$ cat src/rtl/serial_pkg.sv
// Shared types and helpers for the bit-serial adder / overflow detector.
package serial_pkg;

  typedef enum logic {
    IDLE = 1'b0,
    RUN  = 1'b1
  } state_e;

  localparam int WORD_W_MIN = 2;
  localparam int WORD_W_MAX = 32;

  function automatic bit word_w_legal(input int w);
    return (w >= WORD_W_MIN) && (w <= WORD_W_MAX);
  endfunction

  // Unsigned overflow is the MSB carry-out; signed overflow is carry-in xor carry-out of the MSB.
  function automatic logic ovf_sel(input logic signed_mode, input logic cin, input logic cout);
    return signed_mode ? (cin ^ cout) : cout;
  endfunction

endpackage

$ cat src/rtl/serial_adder_ovf_fa.sv
// Combinational full-adder cell used for the single serial bit slice.
module full_adder_cell (
  input  logic i_a,
  input  logic i_b,
  input  logic i_cin,
  output logic o_sum,
  output logic o_cout
);

  assign o_sum  = i_a ^ i_b ^ i_cin;
  assign o_cout = (i_a & i_b) | (i_a & i_cin) | (i_b & i_cin);

endmodule

$ cat src/rtl/serial_adder_ovf.sv
// LSB-first bit-serial adder with word framing, stall support and per-word overflow pulse.
module serial_adder_ovf
  import serial_pkg::*;
#(
  parameter int WORD_W      = 4,
  parameter bit SIGNED_MODE = 1'b0,
  parameter bit STICKY_EN   = 1'b1
) (
  input  logic clock,
  input  logic reset_n,
  input  logic in_valid,
  input  logic sof,
  input  logic line1,
  input  logic line2,
  input  logic clr_sticky,
  output logic outp,
  output logic outp_valid,
  output logic word_done,
  output logic overflw,
  output logic ovf_sticky,
  output logic busy
);

  localparam int              CNT_W    = $clog2(WORD_W);
  localparam logic [CNT_W-1:0] LAST_BIT = CNT_W'(WORD_W - 1);
  localparam bit              WORD_W_OK = word_w_legal(WORD_W);

  generate
    if (!WORD_W_OK) begin : g_bad_word_w
      $error("serial_adder_ovf: WORD_W must be in 2..32");
    end
  endgenerate

  state_e           r_state, w_state_nxt;
  logic [CNT_W-1:0] r_bit_cnt, w_bit_cnt_nxt;
  logic             r_carry, w_carry_nxt;
  logic             r_outp, r_outp_valid, r_word_done, r_overflw, r_sticky;
  logic             w_accept, w_cin, w_sum, w_cout, w_last, w_ovf;

  // sof restarts the word from any state, so it forces bit 0 and a zero carry-in.
  assign w_accept = in_valid & ((r_state == RUN) | sof);
  assign w_cin    = sof ? 1'b0 : r_carry;
  assign w_last   = ~sof & (r_bit_cnt == LAST_BIT);
  assign w_ovf    = ovf_sel(SIGNED_MODE, w_cin, w_cout);

  full_adder_cell u_fa (
    .i_a   (line1),
    .i_b   (line2),
    .i_cin (w_cin),
    .o_sum (w_sum),
    .o_cout(w_cout)
  );

  always_comb begin
    w_state_nxt   = r_state;
    w_bit_cnt_nxt = r_bit_cnt;
    w_carry_nxt   = r_carry;
    if (w_accept) begin
      if (w_last) begin
        w_state_nxt   = IDLE;
        w_bit_cnt_nxt = '0;
        w_carry_nxt   = 1'b0;
      end else begin
        w_state_nxt   = RUN;
        w_bit_cnt_nxt = sof ? CNT_W'(1) : r_bit_cnt + CNT_W'(1);
        w_carry_nxt   = w_cout;
      end
    end
  end

  always_ff @(posedge clock) begin
    if (!reset_n) begin
      r_state   <= IDLE;
      r_bit_cnt <= '0;
      r_carry   <= 1'b0;
    end else begin
      r_state   <= w_state_nxt;
      r_bit_cnt <= w_bit_cnt_nxt;
      r_carry   <= w_carry_nxt;
    end
  end

  always_ff @(posedge clock) begin
    if (!reset_n) begin
      r_outp       <= 1'b0;
      r_outp_valid <= 1'b0;
      r_word_done  <= 1'b0;
      r_overflw    <= 1'b0;
    end else begin
      if (w_accept) r_outp <= w_sum;
      r_outp_valid <= w_accept;
      r_word_done  <= w_accept & w_last;
      r_overflw    <= w_accept & w_last & w_ovf;
    end
  end

  // The flag follows the registered overflow pulse; a clear in the same cycle wins.
  generate
    if (STICKY_EN) begin : g_sticky
      always_ff @(posedge clock) begin
        if (!reset_n)        r_sticky <= 1'b0;
        else if (clr_sticky) r_sticky <= 1'b0;
        else if (r_overflw)  r_sticky <= 1'b1;
      end
    end else begin : g_no_sticky
      assign r_sticky = 1'b0;
    end
  endgenerate

  assign outp       = r_outp;
  assign outp_valid = r_outp_valid;
  assign word_done  = r_word_done;
  assign overflw    = r_overflw;
  assign ovf_sticky = r_sticky;
  assign busy       = (r_state == RUN);

endmodule

$ cat config.mk
export PLATFORM = sky130hd
export DESIGN_NAME = serial_adder_ovf
export DESIGN_NICKNAME = d
export VERILOG_FILES = /design/src/rtl/serial_pkg.sv /design/src/rtl/serial_adder_ovf_fa.sv /design/src/rtl/serial_adder_ovf.sv
export SDC_FILE = /design/constraint.sdc
export NUM_CORES = 1
export LEC_CHECK = 0
export CAP_MARGIN = 20
export CORE_AREA = 2 2 39 41
export DETAILED_ROUTE_END_ITERATION = 10
export DIE_AREA = 0 0 41 43
export PLACE_DENSITY = 0.52
export SYNTH_ARGS = -nofsm -noshare
export SYNTH_HDL_FRONTEND = slang
export SYNTH_SLANG_ARGS = --single-unit
$ cat constraint.sdc
create_clock -name clock -period 1.35 [get_ports clock]
set_clock_uncertainty 0.1 [all_clocks]
set_input_delay 0.27 -clock clock [delete_from_list [all_inputs] [get_ports clock]]
set_output_delay 0.27 -clock clock [all_outputs]
set_load 0.03 [all_outputs]
==> results of run 1 <==
==> logic make-up after synthesis <==
logic type	Yosys count	synth area share
AO/OA/AOI/OAI	3	0.0536
AND/OR/NAND/NOR	17	0.271
flip-flops	9	0.514
multiplexers	2	0.0571
adder cells (fa/ha/maj)	2	0.0929
buffers and inverters	1	0.0107
==> power breakdown <==
part	internal [W]	leakage [nW]	switching, W
Combinational	0.0000462	0.161	0.0000398
Sequential	0.000277	0.0745	0.00000754
Clock	0.000110	0.0177	0.000114
Total	0.000433	0.253	0.000161
==> critical path: stages, from the launching register on <==
cell and delay, ns:
sky130_fd_sc_hd__dfxtp_2 0.33, sky130_fd_sc_hd__ha_4 0.25, sky130_fd_sc_hd__or4b_4 0.45, sky130_fd_sc_hd__a21oi_2 0.12
==> repair_timing <==
action / CTS / global route
resized for setup: 6 / 4
setup endpoints to repair: 5 / 2
setup buffers: 0 / 0
cloned: 0 / 0
hold endpoints to repair: 0 / 0
pin swaps: 1 / 0
==> area by class of cell <==
type                            count  area [µm²]  area share
Sequential cell                     9         184       0.330
Clock buffer                        3        22.5      0.0404
Clock inverter                      1        5.00     0.00899
Tap cell                           16        20.0      0.0360
Multi-Input combinational cell     24         186       0.335
Inverter                            1        3.75     0.00674
Timing Repair Buffer               16         135       0.243
==> cells in the final DEF (no fill, tap or decap) <==
cell type,count
sky130_fd_sc_hd__nor2b_1,1
sky130_fd_sc_hd__o21ai_2,1
sky130_fd_sc_hd__and2b_1,1
sky130_fd_sc_hd__fa_1,1
sky130_fd_sc_hd__buf_4,9
sky130_fd_sc_hd__clkinv_2,1
sky130_fd_sc_hd__nand2b_1,1
sky130_fd_sc_hd__dfxtp_2,3
sky130_fd_sc_hd__dfxtp_1,6
sky130_fd_sc_hd__nand2_1,1
sky130_fd_sc_hd__clkdlybuf4s50_1,4
sky130_fd_sc_hd__a21oi_2,1
sky130_fd_sc_hd__nor2_1,6
sky130_fd_sc_hd__mux2i_1,2
sky130_fd_sc_hd__and2_1,1
sky130_fd_sc_hd__and4b_2,1
sky130_fd_sc_hd__or4b_4,1
sky130_fd_sc_hd__ha_4,1
sky130_fd_sc_hd__nor3_1,3
sky130_fd_sc_hd__a21oi_1,1
sky130_fd_sc_hd__and3_1,1
sky130_fd_sc_hd__inv_1,1
sky130_fd_sc_hd__clkdlybuf4s15_1,1
sky130_fd_sc_hd__clkbuf_4,3
sky130_fd_sc_hd__dlygate4sd2_1,2
==> path summary, 6_finish.rpt <==
| path | slack, ns | startpoint | depth (start not counted) | to |
|---|---|---|---|---|
| worst max-delay path | 0.04 | r_bit_cnt[1] | 3 | r_bit_cnt[1] |
| worst min-delay path | 0.38 | overflw | 2 | ovf_sticky |
| worst max register to register | 0.04 | r_bit_cnt[1] | 3 | r_bit_cnt[1] |
| worst min register to register | 0.38 | overflw | 2 | ovf_sticky |
==> metrics by stage <==
step | total power, W | hold WS [ns]
after floorplan | 0.000326 | 0.249
after global routing | 0.000625 | 0.402
after detailed placement | 0.000375 | 0.358
final | 0.000594 | 0.376
after CTS | 0.000599 | 0.389
after global placement | 0.000375 | 0.352
==> flip-flops by register name, indices dropped and copies added (netlist names) <==
name,flops
outp,1
word_done,1
busy,1
overflw,1
ovf_sticky,1
r_bit_cnt,2
outp_valid,1
r_carry,1
==> routing by layer <==
metal | GRT usage | vias to the layer above | part of all wire
met5 | 0 | - | 0
met4 | 0.0600 | 0 | 0.013
met3 | 0.0681 | 2 | 0.086
met2 | 0.156 | 8 | 0.50
met1 | 0.0915 | 140 | 0.40
li1 | - | 155 | -
==> parameters.txt, run 1 <==
Parameter                              Value

Run status
  Outcome    complete, no violations

Run
  Number of maximum-capacitance violations    0

Logic synthesis
  Syn_nets    43
  Most frequent cell after synthesis    sky130_fd_sc_hd__dfxtp_1
  Sequential share of the synthesized area    0.514
  Per-instance average area after synthesis    10.3 µm²
  Synth area leader    sky130_fd_sc_hd__dfxtp_1
  Number of register bits inferred by synthesis    9
  Cells after Synth    34
  Count of distinct cell types in the synthesized netlist    17
  Most instantiated flip-flop cell in the synthesis netlist    sky130_fd_sc_hd__dfxtp_1
  Summed instance area of the synthesized netlist    350 µm²
  Top cells by count, synth    sky130_fd_sc_hd__dfxtp_1, sky130_fd_sc_hd__nor2_1, sky130_fd_sc_hd__nor3_1, sky130_fd_sc_hd__a21oi_1, sky130_fd_sc_hd__mux2i_1
  Synth warn    0
  Fraction of registers with async set or reset after synthesis    0
  Post-synth EDFFs    0
  Synth top area share    0.514
  Cell types occupying the most area after synthesis    sky130_fd_sc_hd__dfxtp_1, sky130_fd_sc_hd__nor2_1, sky130_fd_sc_hd__fa_1

Cells and area
  Layout cell share with drive strength beyond 1    0.389
  Number of filler instances in the final layout    147
  Nets    64
  Layout area overhead    58.9%
  Utilization of the core after routing    0.402
  Number of diodes added for antenna fixing    0
  Non-filler cells, final    70
  Post-route cell area    557 µm²

Placed design
  Routability congestion estimate from global placement    0.639
  Setup slack after placement    -0.409 ns
  Quantity of I/O buffers inserted on ports    12
  Post-detail-place hpwl    542 µm
  Placed cell area    509 µm²
  Cell count after placement    66

Setup path
  Required time of the critical path    1.45 ns
  Critical path fanouts, max    2
  Startpoint kind of the worst setup timing path    register
  Worst Path Class, Setup    register to register
  Worst setup EP type    register
  Data arrival time at the worst-slack endpoint    1.42 ns

Routing
  Wire length per cell after detailed routing    10.6 µm
  Length of the first detailed-routing pass in iterations    3
  Overall routed net length    741 µm
  Total vias in the final route    305
  DRC errors left    0
  Vias per inst    4.36
  Antenna Violating Nets Remaining    0
  Initial drt markers    1

Timing
  Slew of the pin with the lowest slew margin    0.290 ns
  Final setup viols    0
  Final critical path time including I/O delays and setup    1.31 ns
  Share of the clock period used by the worst path    0.972
  Number of pins exceeding their max-slew limit in the final report    0
  Final setup TNS    0 ns
  Unrepaired setup endpoints after global routing    yes
  Minimum setup slack in the final design    0.0373 ns
  Worst slew slack as a fraction of its limit    0.808
  Upper clock frequency limit    762 MHz
  Endpoints failing hold    0

CTS
  CTS clk-pin slew, worst paths    0.07 ns
  Worst-skew pair later-pin latency    0.27 ns
  Clock buffer count from CTS    3
  Clock tree from TritonCTS    yes
  Clock Root Buffer    sky130_fd_sc_hd__clkbuf_4
  Count of hold buffers inserted by post-cts repair    0
  H-Tree Level Count    1
  Max Buffers Root-to-Sink    2
  Number of clock sinks    9

Global routing
  Wire length of the first global-routing pass    1140 µm
  GRT Resource Usage Total    0.101
  GRT overflow    0
  Vias in the first global route    296
  Pin count of the biggest net entering global routing    7
  Number of antenna violations at the first check in global routing    0

Worst hold path
  Type of the most critical hold path    register to register

Floorplanning
  Area of the die    1760 µm²
  Die boundary height    43 µm
  Total I/O pin count    13
  Cell Rows    14
  Core box area    1380 µm²
  Initial Util    0.253
  Die Width    41 µm

Power
  Peak ir drop on the vdd network    430 µV
  Cell area power density    1070 nW/µm²
  Leakage component of the power    0.253 nW
Power figures use the tool's default switching activity.
==> run 2: changes to the inputs <==
- clock period: 1.35 -> 1.2 ns (I/O delays scaled with it)
==> run 2 against run 1 <==
The run now ends with negative setup slack left. Critical endpoint unchanged. Count of clock-buffer cells in the layout is 1 higher. Largest power group unchanged. Global-route usage is 1.2 points higher. Power is 8.3% higher. Sequential cell count stayed put. Utilization is 0.99 points lower. Clock power is 3% higher.
==> parameters.txt, run 2 (synthesis gave the netlist of run 1 again) <==
Parameter                              Value

CTS
  Clock Root Buffer    sky130_fd_sc_hd__clkbuf_4
  Clock tree from TritonCTS    yes
  Worst-skew pair later-pin latency    0.26 ns
  Number of clock sinks    9
  Post-CTS repair timing setup buffer count    0
  CTS clk-pin slew, worst paths    0.06 ns
  Max Buffers Root-to-Sink    2
  H-Tree Level Count    1
  Count of hold buffers inserted by post-cts repair    0
  Clock buffer count from CTS    3

Setup path
  Startpoint kind of the worst setup timing path    register
  Register-to-register setup slack    -0.1 ns
  CP Buf/Inv Count    0
  Cell family contributing the most delay on the critical path    simple AND/OR/NAND/NOR gates
  Series of cell instances along the critical path    ha_4 > or4b_1 > a21oi_1
  Critical register-to-register path startpoint    r_bit_cnt[1]
  Critical Path Slowest Stage Cell    sky130_fd_sc_hd__or4b_1
  Worst setup path start    r_bit_cnt[1]
  Logic depth of the worst register-to-register path    3
  Data arrival time at the worst-slack endpoint    1.38 ns
  Worst setup EP type    register
  Required time of the critical path    1.28 ns
  Critical path depth    3
  Worst flop-to-flop path endpoint    r_bit_cnt[1]
  End point of the critical path    r_bit_cnt[1]
  Worst Path Class, Setup    register to register
  Critical path fanouts, max    2
  Delay of the slowest cell on the worst path    0.42 ns

Power
  Internal power of the cells    0.000487 W
  Switching share of power    0.243
  Cell area power density    1180 nW/µm²
  Leakage component of the power    0.245 nW
  Power share of the combinational group    0.144
  Sw power    0.000156 W
  Share of total power in sequential cells    0.497
  Fraction of power consumed by the clock network    0.359
  Power Total    0.000643 W
  Peak ir drop on the vdd network    500 µV

Cells and area
  Layout area overhead    55.0%
  Reg with most FFs    r_bit_cnt
  Leading cell types in the layout, fill and taps excluded    sky130_fd_sc_hd__buf_4, sky130_fd_sc_hd__nor2_1, sky130_fd_sc_hd__dfxtp_1
  Nets    63
  Number of diodes added for antenna fixing    0
  Most common cell after layout, fill and taps aside    sky130_fd_sc_hd__buf_4
  Layout cell share with drive strength beyond 1    0.377
  Total area of multi-input combinational cells    181 µm²
  Utilization of the core after routing    0.392
  Number of filler instances in the final layout    134
  Sequential cell area    188 µm²
  Flip-flop count of the largest register, all copies and words added    2

Floorplanning
  Core box area    1380 µm²
  Die Width    41 µm
  Cell Rows    14
  Die boundary height    43 µm
  Initial Util    0.253
  Total I/O pin count    13
  Area of the die    1760 µm²

Timing
  Unrepaired setup endpoints after global routing    yes
  Worst slew slack as a fraction of its limit    0.891
  Final setup viols    3
  Number of pins exceeding their max-slew limit in the final report    0
  Upper clock frequency limit    770 MHz
  Share of the clock period used by the worst path    1.08
  Endpoints failing hold    0
  Final setup TNS    -0.175 ns
  Minimum setup slack in the final design    -0.0983 ns
  Slew of the pin with the lowest slew margin    0.163 ns
  Final critical path time including I/O delays and setup    1.30 ns

Placed design
  Routability congestion estimate from global placement    0.709
  Quantity of I/O buffers inserted on ports    12
  Post-detail-place hpwl    612 µm

Routing
  Initial drt markers    3
  Wire length per cell after detailed routing    11.1 µm
  DRC errors left    0
  Length of the first detailed-routing pass in iterations    2
  Antenna Violating Nets Remaining    0
  Overall routed net length    766 µm
  Vias per inst    4.48
  Total vias in the final route    309

Worst hold path
  Type of the most critical hold path    input port to register

Run
  Number of maximum-capacitance violations    0

Global routing
  Met2 usage    0.166
  Pin count of the biggest net entering global routing    7
  Number of antenna violations at the first check in global routing    0
  Routing usage on met3    0.0628
  Vias in the first global route    307
  Wire length of the first global-routing pass    1230 µm
  GRT overflow    0
  GRT Resource Usage Total    0.113
  Global Route met1 Usage    0.105
  Peak-usage layer in the global routing report    met2

Run status
  Failing checks    negative setup slack
  Outcome    finished, violations left
-- run 2: per-layer routing --
metal,up-vias,routed length (µm),part of all wire
li1,156,-,-
met1,141,299,0.39
met2,10,397,0.52
met3,2,60,0.078
met4,0,8,0.010
met5,-,0,0
-- run 2: area by class of cell --
type / count / share of cell area
Sequential cell: 9 / 0.346
Multi-Input combinational cell: 24 / 0.334
Timing Repair Buffer: 15 / 0.228
Clock buffer: 4 / 0.0484
Tap cell: 16 / 0.0369
Inverter: 1 / 0.00691
-- run 2: how the worst min path moves through the flow --
stage          cells after the start       start    endpoint  slack, ns
2_1_floorplan                      1  clr_sticky  ovf_sticky       0.22
3_3_place_gp                       2     overflw  ovf_sticky       0.36
3_5_place_dp                       2        busy        busy       0.39
4_1_cts                            3    in_valid        busy       0.29
5_1_grt                            3    in_valid        busy       0.31
6_report                           3    in_valid        busy       0.30
-- run 2: power groups by stage --
stage               registers (W)   logic, W  clock network (W)
CTS                      0.000320  0.0000937           0.000245
detailed placement       0.000326  0.0000961                  0
floorplan                0.000338  0.0000304                  0
global route             0.000320   0.000102           0.000267
global placement         0.000325  0.0000928                  0
finish                   0.000320  0.0000926           0.000231
-- run 2: stage by stage --
stage          hold slack, ns  instance area, µm²  cells  setup WS, ns
2_1_floorplan           0.219                 368     34       -0.0548
5_1_grt                 0.310                 543     69        -0.134
6_report                0.297                 543     69       -0.0983
3_3_place_gp            0.365                 515     65        -0.505
3_5_place_dp            0.389                 515     65        -0.516
4_1_cts                 0.292                 542     69        -0.106
-- run 2: worst min-delay path, delay by kind of cell --
kind	cells	cell delay, ns
compound gates	1	0.07
buf+inv	1	0.24
simple gates	1	0.07
-- run 2: repair_timing --
action / CTS / global route
pin swaps: 0 / 0
setup endpoints to repair: 6 / 4
resized for setup: 5 / 1
